**config.mk**
```make
export PLATFORM = sky130hd
export DESIGN_NAME = skinny_sbox8_ti3_pipe
export DESIGN_NICKNAME = d
export VERILOG_FILES = /design/src/rtl/skinny_ti_pkg.sv /design/src/rtl/ti3_sbox8_cfn.sv /design/src/rtl/skinny_sbox8_ti3_pipe.sv
export SDC_FILE = /design/constraint.sdc
export NUM_CORES = 1
export LEC_CHECK = 0
export ABC_AREA = 1
export CAP_MARGIN = 20
export CORE_ASPECT_RATIO = 1.4
export CORE_MARGIN = 1.5
export CORE_UTILIZATION = 39
export CTS_CLUSTER_SIZE = 28
export DETAILED_ROUTE_END_ITERATION = 10
export PLACE_DENSITY_LB_ADDON = 0.3
export SYNTH_ARGS = -nofsm -noshare
export SYNTH_HDL_FRONTEND = slang
export SYNTH_HIERARCHICAL = 1
export SYNTH_SLANG_ARGS = --single-unit
export TNS_END_PERCENT = 1
```
**constraint.sdc**
```tcl
create_clock -name clk -period 1.22 [get_ports clk]
set_input_delay 0.305 -clock clk [delete_from_list [all_inputs] [get_ports clk]]
set_output_delay 0.305 -clock clk [all_outputs]
set_load 0.01 [all_outputs]
```
**src/rtl/skinny_ti_pkg.sv**
```systemverilog
// Shared constants, per-stage register layouts and the output bit map for the
// 3-share threshold-implementation SKINNY 8-bit S-box.
package skinny_ti_pkg;

    localparam int SHARES       = 3;
    localparam int SBOX8_STAGES = 4;

    // Output bit position of each a-term (identical for all three shares)
    localparam logic [2:0] A0_BIT = 3'd6;
    localparam logic [2:0] A1_BIT = 3'd5;
    localparam logic [2:0] A2_BIT = 3'd2;
    localparam logic [2:0] A3_BIT = 3'd7;
    localparam logic [2:0] A4_BIT = 3'd3;
    localparam logic [2:0] A5_BIT = 3'd1;
    localparam logic [2:0] A6_BIT = 3'd4;
    localparam logic [2:0] A7_BIT = 3'd0;

    typedef logic [SHARES-1:0] shares_t;

    typedef struct packed {
        shares_t a0, a1, a2, b1, b2, b3, b5, b7;
    } st1_t;

    typedef struct packed {
        shares_t a0, a1, a2, a3, a4, b2, b3, b7;
    } st2_t;

    typedef struct packed {
        shares_t a0, a1, a2, a3, a4, a5, a6, b2;
    } st3_t;

    typedef struct packed {
        shares_t a0, a1, a2, a3, a4, a5, a6, a7;
    } st4_t;

    typedef struct packed {
        st1_t s1;
        st2_t s2;
        st3_t s3;
        st4_t s4;
    } pipe_t;

    // Places each a-term's share triple at its output bit position
    function automatic logic [7:0][SHARES-1:0] out_bits(st4_t s);
        logic [7:0][SHARES-1:0] r;
        r         = '0;
        r[A0_BIT] = s.a0;
        r[A1_BIT] = s.a1;
        r[A2_BIT] = s.a2;
        r[A3_BIT] = s.a3;
        r[A4_BIT] = s.a4;
        r[A5_BIT] = s.a5;
        r[A6_BIT] = s.a6;
        r[A7_BIT] = s.a7;
        return r;
    endfunction

endpackage

```
**src/rtl/ti3_sbox8_cfn.sv**
```systemverilog
// Combinational 3-share NOR-XOR cell: unshared it computes NOR(a,b)^z, and each
// output share leaves out one input share index of a and b.
module ti3_sbox8_cfn
    import skinny_ti_pkg::*;
(
    input  logic [SHARES-1:0] a,
    input  logic [SHARES-1:0] b,
    input  logic [SHARES-1:0] z,
    output logic [SHARES-1:0] f
);

    logic [SHARES-1:0] x;
    logic [SHARES-1:0] y;

    // Inverting share 0 turns the shared AND into a shared NOR
    assign x = {a[2], a[1], ~a[0]};
    assign y = {b[2], b[1], ~b[0]};

    assign f[0] = (x[1] & y[1]) ^ (x[1] & y[2]) ^ (x[2] & y[1]) ^ z[0];
    assign f[1] = (x[2] & y[2]) ^ (x[0] & y[2]) ^ (x[2] & y[0]) ^ z[1];
    assign f[2] = (x[0] & y[0]) ^ (x[0] & y[1]) ^ (x[1] & y[0]) ^ z[2];

endmodule

```
**src/rtl/skinny_sbox8_ti3_pipe.sv**
```systemverilog
// Multi-lane 3-share TI SKINNY S8 with four register-separated nonlinear stages
// and a valid/ready stream interface with full backpressure.
module skinny_sbox8_ti3_pipe
    import skinny_ti_pkg::*;
#(
    parameter int unsigned LANES    = 1,
    parameter int          RST_DATA = 1
)
(
    input  logic               clk,
    input  logic               rst_n,
    input  logic               in_valid,
    output logic               in_ready,
    input  logic [8*LANES-1:0] si0,
    input  logic [8*LANES-1:0] si1,
    input  logic [8*LANES-1:0] si2,
    output logic               out_valid,
    input  logic               out_ready,
    output logic [8*LANES-1:0] bo0,
    output logic [8*LANES-1:0] bo1,
    output logic [8*LANES-1:0] bo2
);

    logic [SBOX8_STAGES-1:0] vld_reg;
    logic                    adv;

    // The whole pipe moves in lockstep; it only holds when the last stage is blocked
    assign adv       = ~vld_reg[SBOX8_STAGES-1] | out_ready;
    assign in_ready  = adv;
    assign out_valid = vld_reg[SBOX8_STAGES-1];

    always_ff @(posedge clk or negedge rst_n) begin
        if (!rst_n) begin
            vld_reg <= '0;
        end else if (adv) begin
            vld_reg <= {vld_reg[SBOX8_STAGES-2:0], in_valid};
        end
    end

    for (genvar gi = 0; gi < LANES; gi++) begin : g_lane
        shares_t                b_in  [8];
        shares_t                a_new [8];
        pipe_t                  pipe_reg;
        pipe_t                  pipe_next;
        logic [7:0][SHARES-1:0] ob;

        for (genvar gb = 0; gb < 8; gb++) begin : g_bit
            assign b_in[gb] = {si2[8*gi+gb], si1[8*gi+gb], si0[8*gi+gb]};
        end

        ti3_sbox8_cfn u_c0 (.a(b_in[7]),        .b(b_in[6]),        .z(b_in[4]),        .f(a_new[0]));
        ti3_sbox8_cfn u_c1 (.a(b_in[3]),        .b(b_in[2]),        .z(b_in[0]),        .f(a_new[1]));
        ti3_sbox8_cfn u_c2 (.a(b_in[2]),        .b(b_in[1]),        .z(b_in[6]),        .f(a_new[2]));
        ti3_sbox8_cfn u_c3 (.a(pipe_reg.s1.a0), .b(pipe_reg.s1.a1), .z(pipe_reg.s1.b5), .f(a_new[3]));
        ti3_sbox8_cfn u_c4 (.a(pipe_reg.s1.a1), .b(pipe_reg.s1.b3), .z(pipe_reg.s1.b1), .f(a_new[4]));
        ti3_sbox8_cfn u_c5 (.a(pipe_reg.s2.a2), .b(pipe_reg.s2.a3), .z(pipe_reg.s2.b7), .f(a_new[5]));
        ti3_sbox8_cfn u_c6 (.a(pipe_reg.s2.a3), .b(pipe_reg.s2.a0), .z(pipe_reg.s2.b3), .f(a_new[6]));
        ti3_sbox8_cfn u_c7 (.a(pipe_reg.s3.a4), .b(pipe_reg.s3.a5), .z(pipe_reg.s3.b2), .f(a_new[7]));

        always_comb begin
            pipe_next    = pipe_reg;
            pipe_next.s1 = '{a0: a_new[0], a1: a_new[1], a2: a_new[2],
                             b1: b_in[1], b2: b_in[2], b3: b_in[3], b5: b_in[5], b7: b_in[7]};
            pipe_next.s2 = '{a0: pipe_reg.s1.a0, a1: pipe_reg.s1.a1, a2: pipe_reg.s1.a2,
                             a3: a_new[3], a4: a_new[4],
                             b2: pipe_reg.s1.b2, b3: pipe_reg.s1.b3, b7: pipe_reg.s1.b7};
            pipe_next.s3 = '{a0: pipe_reg.s2.a0, a1: pipe_reg.s2.a1, a2: pipe_reg.s2.a2,
                             a3: pipe_reg.s2.a3, a4: pipe_reg.s2.a4,
                             a5: a_new[5], a6: a_new[6], b2: pipe_reg.s2.b2};
            pipe_next.s4 = '{a0: pipe_reg.s3.a0, a1: pipe_reg.s3.a1, a2: pipe_reg.s3.a2,
                             a3: pipe_reg.s3.a3, a4: pipe_reg.s3.a4, a5: pipe_reg.s3.a5,
                             a6: pipe_reg.s3.a6, a7: a_new[7]};
        end

        if (RST_DATA != 0) begin : g_rst
            always_ff @(posedge clk or negedge rst_n) begin
                if (!rst_n) begin
                    pipe_reg <= '0;
                end else if (adv) begin
                    pipe_reg <= pipe_next;
                end
            end
        end else begin : g_norst
            always_ff @(posedge clk) begin
                if (adv) begin
                    pipe_reg <= pipe_next;
                end
            end
        end

        assign ob = out_bits(pipe_reg.s4);

        for (genvar gb = 0; gb < 8; gb++) begin : g_out
            assign bo0[8*gi+gb] = ob[gb][0];
            assign bo1[8*gi+gb] = ob[gb][1];
            assign bo2[8*gi+gb] = ob[gb][2];
        end
    end

endmodule

```
==> flow_summary.toml, run 1 <==
[status]
outcome = "finished, violations left"
violations = "setup timing"

[global_route]
track_usage_pct = 17.6
grt_max_degree = 53
top_usage_layer = "met2"
grtUsageMet2_pct = 30.4
grt_pass1_wl_mm = 20.0
antenna_found_initial = 0
overflow = 0
globalRouteMet1Util_pct = 21.3
grt_pass1_vias = 4321
met3_usage_pct = 2.73

[power]
pwr-share-comb_pct = 39.9
p_int_w = 0.00923
swShare_pct = 39.8
power_switching_w = 0.00609
p_total_w = 0.0153
leakagePower_nw = 3.65
clkPwrFrac_pct = 20.6
p_per_area_nw_per_um2 = 2370
sequentialPowerShare_pct = 39.5
peakVddDrop_mv = 0.781

[synthesis]
synth_area_leader_cell = "dfrtp_1"
ys_seq_area_share_pct = 47.0
async_flop_share_pct = 100
netlist_area_um2 = 5320
ys_ff_latch = 100
synth_area_leaders = "dfrtp_1, nand2_1, nand3_1"
syn_nets = 773
synth_most_common_cell = "nand2_1"
synth_top_area_share_pct = 47.0
synth_edf_count = 0
syn_area_per_cell_um2 = 7.14
ys_top_cells_by_count = "nand2_1, nand3_1, dfrtp_1"
postSynthCellCount = 745
synthFlopType = "dfrtp_1"
synthDistinctLibCells = 13
synth_warnings = 6

[timing]
finalHoldViolCount = 0
tightest_slew_ns = 0.376
rsz0062_at_grt = "yes"
skew_ns = 0.00515
timing.final.crit_period_ns = 1.47
drv_slew = 0
period_share_pct = 121
max_freq_mhz = 680
relSlewSlack_pct = 74.9
finalSetupViolCount = 41
whs_ns = 0.401
setup_slack_ns = -0.251

[clocking]
cts_made_buffers = 9
cts_buffer_depth = 2
cts_tree = "yes"
path_clk_slew_ns = 0.07
cts_root_buf = "clkbuf_16"
cts_sinks = 100
insertion_delay_ns = 0.35
htreeDepth = 3

[placement]
pre_cts_ws_ns = -0.369
port_buffers = 53
dp_hpwl_mm = 7.87
dp_cells = 967
place_congestion = 0.783

[critical_path]
crit_path_max_fanout = 2
start_kind = "register"
timing.reg2reg.setup_slack_ns = -0.11
r2r_start = "vld_reg[3]"
crit_type = "register to output port"
cp.arrival_ns = 1.17
required_ns = 0.91
timing.reg2reg.worst_path_depth = 8
worst_r2r_endpoint = "g_lane[0].pipe_next[38]"
cp-end-kind = "output port"

[layout]
largest_reg_flops = 57
syn2layout_area_growth_pct = 21.6
fin_nets = 829
instances_no_fill = 988
drive_above_1_share_pct = 13.8
antenna_cells = 0
filler_cell_count = 1339

[routing]
num_vias = 4592
vias_per_cell = 4.65
drcViolationCount = 0
first_pass_iters = 5
routed_wl_mm = 11.7
antenna_left = 0
route.detailed.wl_per_inst_um = 11.9
drtIter0Drc = 188

[hold_path]
hold_end = "g_lane[0].pipe_next[52]"
hp-start = "si1[3]"
hold_class = "input pin to register"
hold_depth = 4

[floorplan]
io_pins = 54
row_count = 50
core_um2 = 13300
die_h_um = 141
start_util_pct = 39.9
dieArea_um2 = 14400
die_w_um = 102

[job]
drv_cap = 0
-- stage by stage --
step | TNS (ns) | area, um^2 | utilization [%]
after floorplan | 0 | 5320 | -
after global placement | -22.86 | 6090 | 45.7
after detailed placement | -24.05 | 6090 | 45.7
after CTS | -1.49 | 6360 | 47.7
after global routing | -6.98 | 6470 | 48.6
final | -3.10 | 6470 | 48.6
-- routing by layer --
metal | wire, um | share of wire [%]
met5 | 0 | 0
met4 | 392 | 3.3
met3 | 259 | 2.2
met2 | 5840 | 50
met1 | 5230 | 45
-- final cells by class --
cell class / instances / area (um^2) / area share, %
inverter: 66 / 248 / 3.83
multi-input combinational: 523 / 2210 / 34.2
tap: 182 / 228 / 3.52
clock buffer: 10 / 239 / 3.69
sequential: 100 / 2510 / 38.8
timing repair buffer: 101 / 937 / 14.5
clock inverter: 6 / 95.1 / 1.47
-- cells in the final DEF, fill, tap and decap left out --
cell type and instances:
dfrtp_1 92, clkdlybuf4s50_1 22, clkbuf_16 9, inv_1 65, dlygate4sd3_1 1, inv_2 1, o21ai_0 18, buf_6 9
nor2_2 2, o21ai_1 6, buf_8 2, dlymetal6s2s_1 4, inv_6 2, nand3_1 139, nand2_2 9, nand2_1 342
nand2_8 1, clkbuf_8 1, buf_12 9, nor2_1 6, buf_4 30, bufinv_16 2, clkinv_4 2, dfrtp_2 8
buf_2 24
-- timing repair --
item,4_1_cts,5_1_grt
pin swaps,1,1
endpoints found under the hold margin,100,0
endpoints found under the setup margin,28,88
hold buffers,1,0
buffers inserted,3,1
resized for setup,107,41
gates cloned,0,0
-- worst max-delay path: stages, from the launching register on --
cell and delay [ns]:
dfrtp_2 0.43, buf_12 0.14, nand2_8 0.06, buf_6 0.09, buf_12 0.09
-- how the worst max path moves through the flow --
stage | slack (ns) | endpoint | start | depth (start not counted)
after floorplan | 0.1 | in_ready | vld_reg[3] | 3
after global placement | -0.34 | g_lane[0].pipe_next[64] | si0[2] | 8
after detailed placement | -0.37 | g_lane[0].pipe_next[65] | si0[2] | 8
after CTS | -0.27 | in_ready | vld_reg[3] | 4
after global routing | -0.28 | in_ready | vld_reg[3] | 4
final | -0.25 | in_ready | vld_reg[3] | 4
-- power groups by stage --
stage | Sequential, W | Combinational, W | Clock (W)
CTS | 0.00602 | 0.00596 | 0.00323
global placement | 0.00605 | 0.00598 | 0
finish | 0.00604 | 0.00611 | 0.00316
global route | 0.00628 | 0.00707 | 0.00336
detailed placement | 0.00608 | 0.00609 | 0
floorplan | 0.00568 | 0.00467 | 0
-- kinds of logic after synthesis --
logic type	share of synthesized area (%)
AO/OA/AOI/OAI	2.26
buffers and inverters	12.2
flip-flops	47.0
AND/OR/NAND/NOR	38.5
No activity file was read; power rests on OpenSTA's default activity.
==> run 2, diff against run 1 <==
- CTS_BUF_LIST: default -> sky130_fd_sc_hd__clkbuf_8
==> flow_summary.toml, run 2 (synthesis results as in run 1) <==
[routing]
drtIter0Drc = 230
antenna_left = 0
first_pass_iters = 4
route.detailed.wl_per_inst_um = 11.8
drcViolationCount = 0
routed_wl_mm = 11.6
vias_per_cell = 4.65
num_vias = 4597

[timing]
whs_ns = 0.451
finalHoldViolCount = 0
rsz0062_at_grt = "yes"
skew_ns = 0.00774
finalSetupViolCount = 51
max_freq_mhz = 667
timing.final.crit_period_ns = 1.50
setup_slack_ns = -0.279
period_share_pct = 123
setup-tns-final_ns = -3.26
drv_slew = 0
tightest_slew_ns = 0.379
relSlewSlack_pct = 74.7

[layout]
drive_above_1_share_pct = 13.8
syn2layout_area_growth_pct = 20.1
largest_reg_flops = 57
final_common_cell = "nand2_1"
antenna_cells = 0
layout_common_cells = "nand2_1, nand3_1, dfrtp_1, inv_1, buf_4"
fin_nets = 829

[floorplan]
dieArea_um2 = 14400
core_um2 = 13300
die_h_um = 141
start_util_pct = 39.9
row_count = 50
io_pins = 54
die_w_um = 102

[critical_path]
start_kind = "register"
crit_path_max_fanout = 2
crit_type = "register to output port"
required_ns = 0.91
cp-end-kind = "output port"
cp.arrival_ns = 1.19
startpoint = "vld_reg[3]"
r2r_start = "vld_reg[3]"

[power]
leakagePower_nw = 3.59
p_per_area_nw_per_um2 = 2290
peakVddDrop_mv = 0.824

[status]
outcome = "finished, violations left"
violations = "setup timing"

[job]
drv_cap = 0

[clocking]
cts_root_buf = "clkbuf_8"
cts_made_buffers = 9
cts_sinks = 100
cts_tree = "yes"
cts_buffer_depth = 2
htreeDepth = 3
insertion_delay_ns = 0.37
path_clk_slew_ns = 0.10

[global_route]
antenna_found_initial = 0
grt_pass1_vias = 4344
track_usage_pct = 17.5
grt_max_degree = 53
grt_pass1_wl_mm = 20.0
overflow = 0

[placement]
place_congestion = 0.783
port_buffers = 53
dp_hpwl_mm = 7.87
pre_cts_ws_ns = -0.369

[hold_path]
hold_class = "input pin to async pin"
## run 2: cell types whose count changed in the layout (fill, tap and decap cells not counted)
cell / previous run / this run
clkbuf_16: 9 / 0
nand2_2: 9 / 10
clkdlybuf4s50_1: 22 / 24
dfrtp_2: 8 / 7
o21ai_0: 18 / 20
buf_2: 24 / 20
buf_6: 9 / 13
o21ai_1: 6 / 4
nand2_1: 342 / 341
clkbuf_8: 1 / 10
dfrtp_1: 92 / 93
dlymetal6s2s_1: 4 / 2
## run 2: what timing repair did
item                                   4_1_cts  5_1_grt
pin swaps                                    1        1
hold buffers                                 1        0
setup buffers                                3        1
endpoints found under the hold margin      100        0
gates resized for setup                    108       40
setup endpoints to repair                   28      113
## run 2: final timing paths
check	to	cells past startpoint	slack [ns]
worst max-delay path	in_ready	4	-0.28
worst min-delay path	g_lane[0].pipe_reg[77]	3	0.45
worst max register to register	g_lane[0].pipe_next[38]	8	-0.12
worst min register to register	vld_reg[1]	2	0.48
max in group asynchronous	g_lane[0].pipe_next[36]	3	0.51
min in group clk	g_lane[0].pipe_next[54]	4	0.46
## run 2: routing by layer
metal / GRT usage [%] / routed length [um]
met1: 21.4 / 5200
met2: 30.0 / 5780
met3: 1.83 / 250
met4: 9.28 / 385
met5: 0 / 0
## run 2: critical path, cell delays in order (launching register included)
cell,delay [ns]
dfrtp_2,0.43
buf_12,0.14
nand2_8,0.06
buf_6,0.09
buf_12,0.09
## run 2: area by class of cell
cell class | count | area, um^2
fillers | 1351 | 6940
flip-flops and latches | 100 | 2510
multi-input cells | 523 | 2210
repair buffers | 101 | 957
inverters | 66 | 248
well taps | 182 | 228
clock buffers | 10 | 138
clock inverters | 6 | 95.1
## run 2: power by group
part | internal, W | switching, W | leakage (nW) | total [W]
clock | 0.00123 | 0.00119 | 0.117 | 0.00243
combinational | 0.00265 | 0.00353 | 2.26 | 0.00618
sequential | 0.00476 | 0.00129 | 1.22 | 0.00605
total | 0.00864 | 0.00601 | 3.59 | 0.0147
## run 2: metrics by stage
stage,std cells,total power [W],instance area [um^2],util (%)
6_report,988,0.0147,6390,48.0
5_1_grt,988,0.0160,6390,48.0
4_1_cts,987,0.0145,6270,47.0
3_5_place_dp,967,0.0122,6090,45.7
3_3_place_gp,967,0.0120,6090,45.7
2_1_floorplan,745,0.0103,5320,-
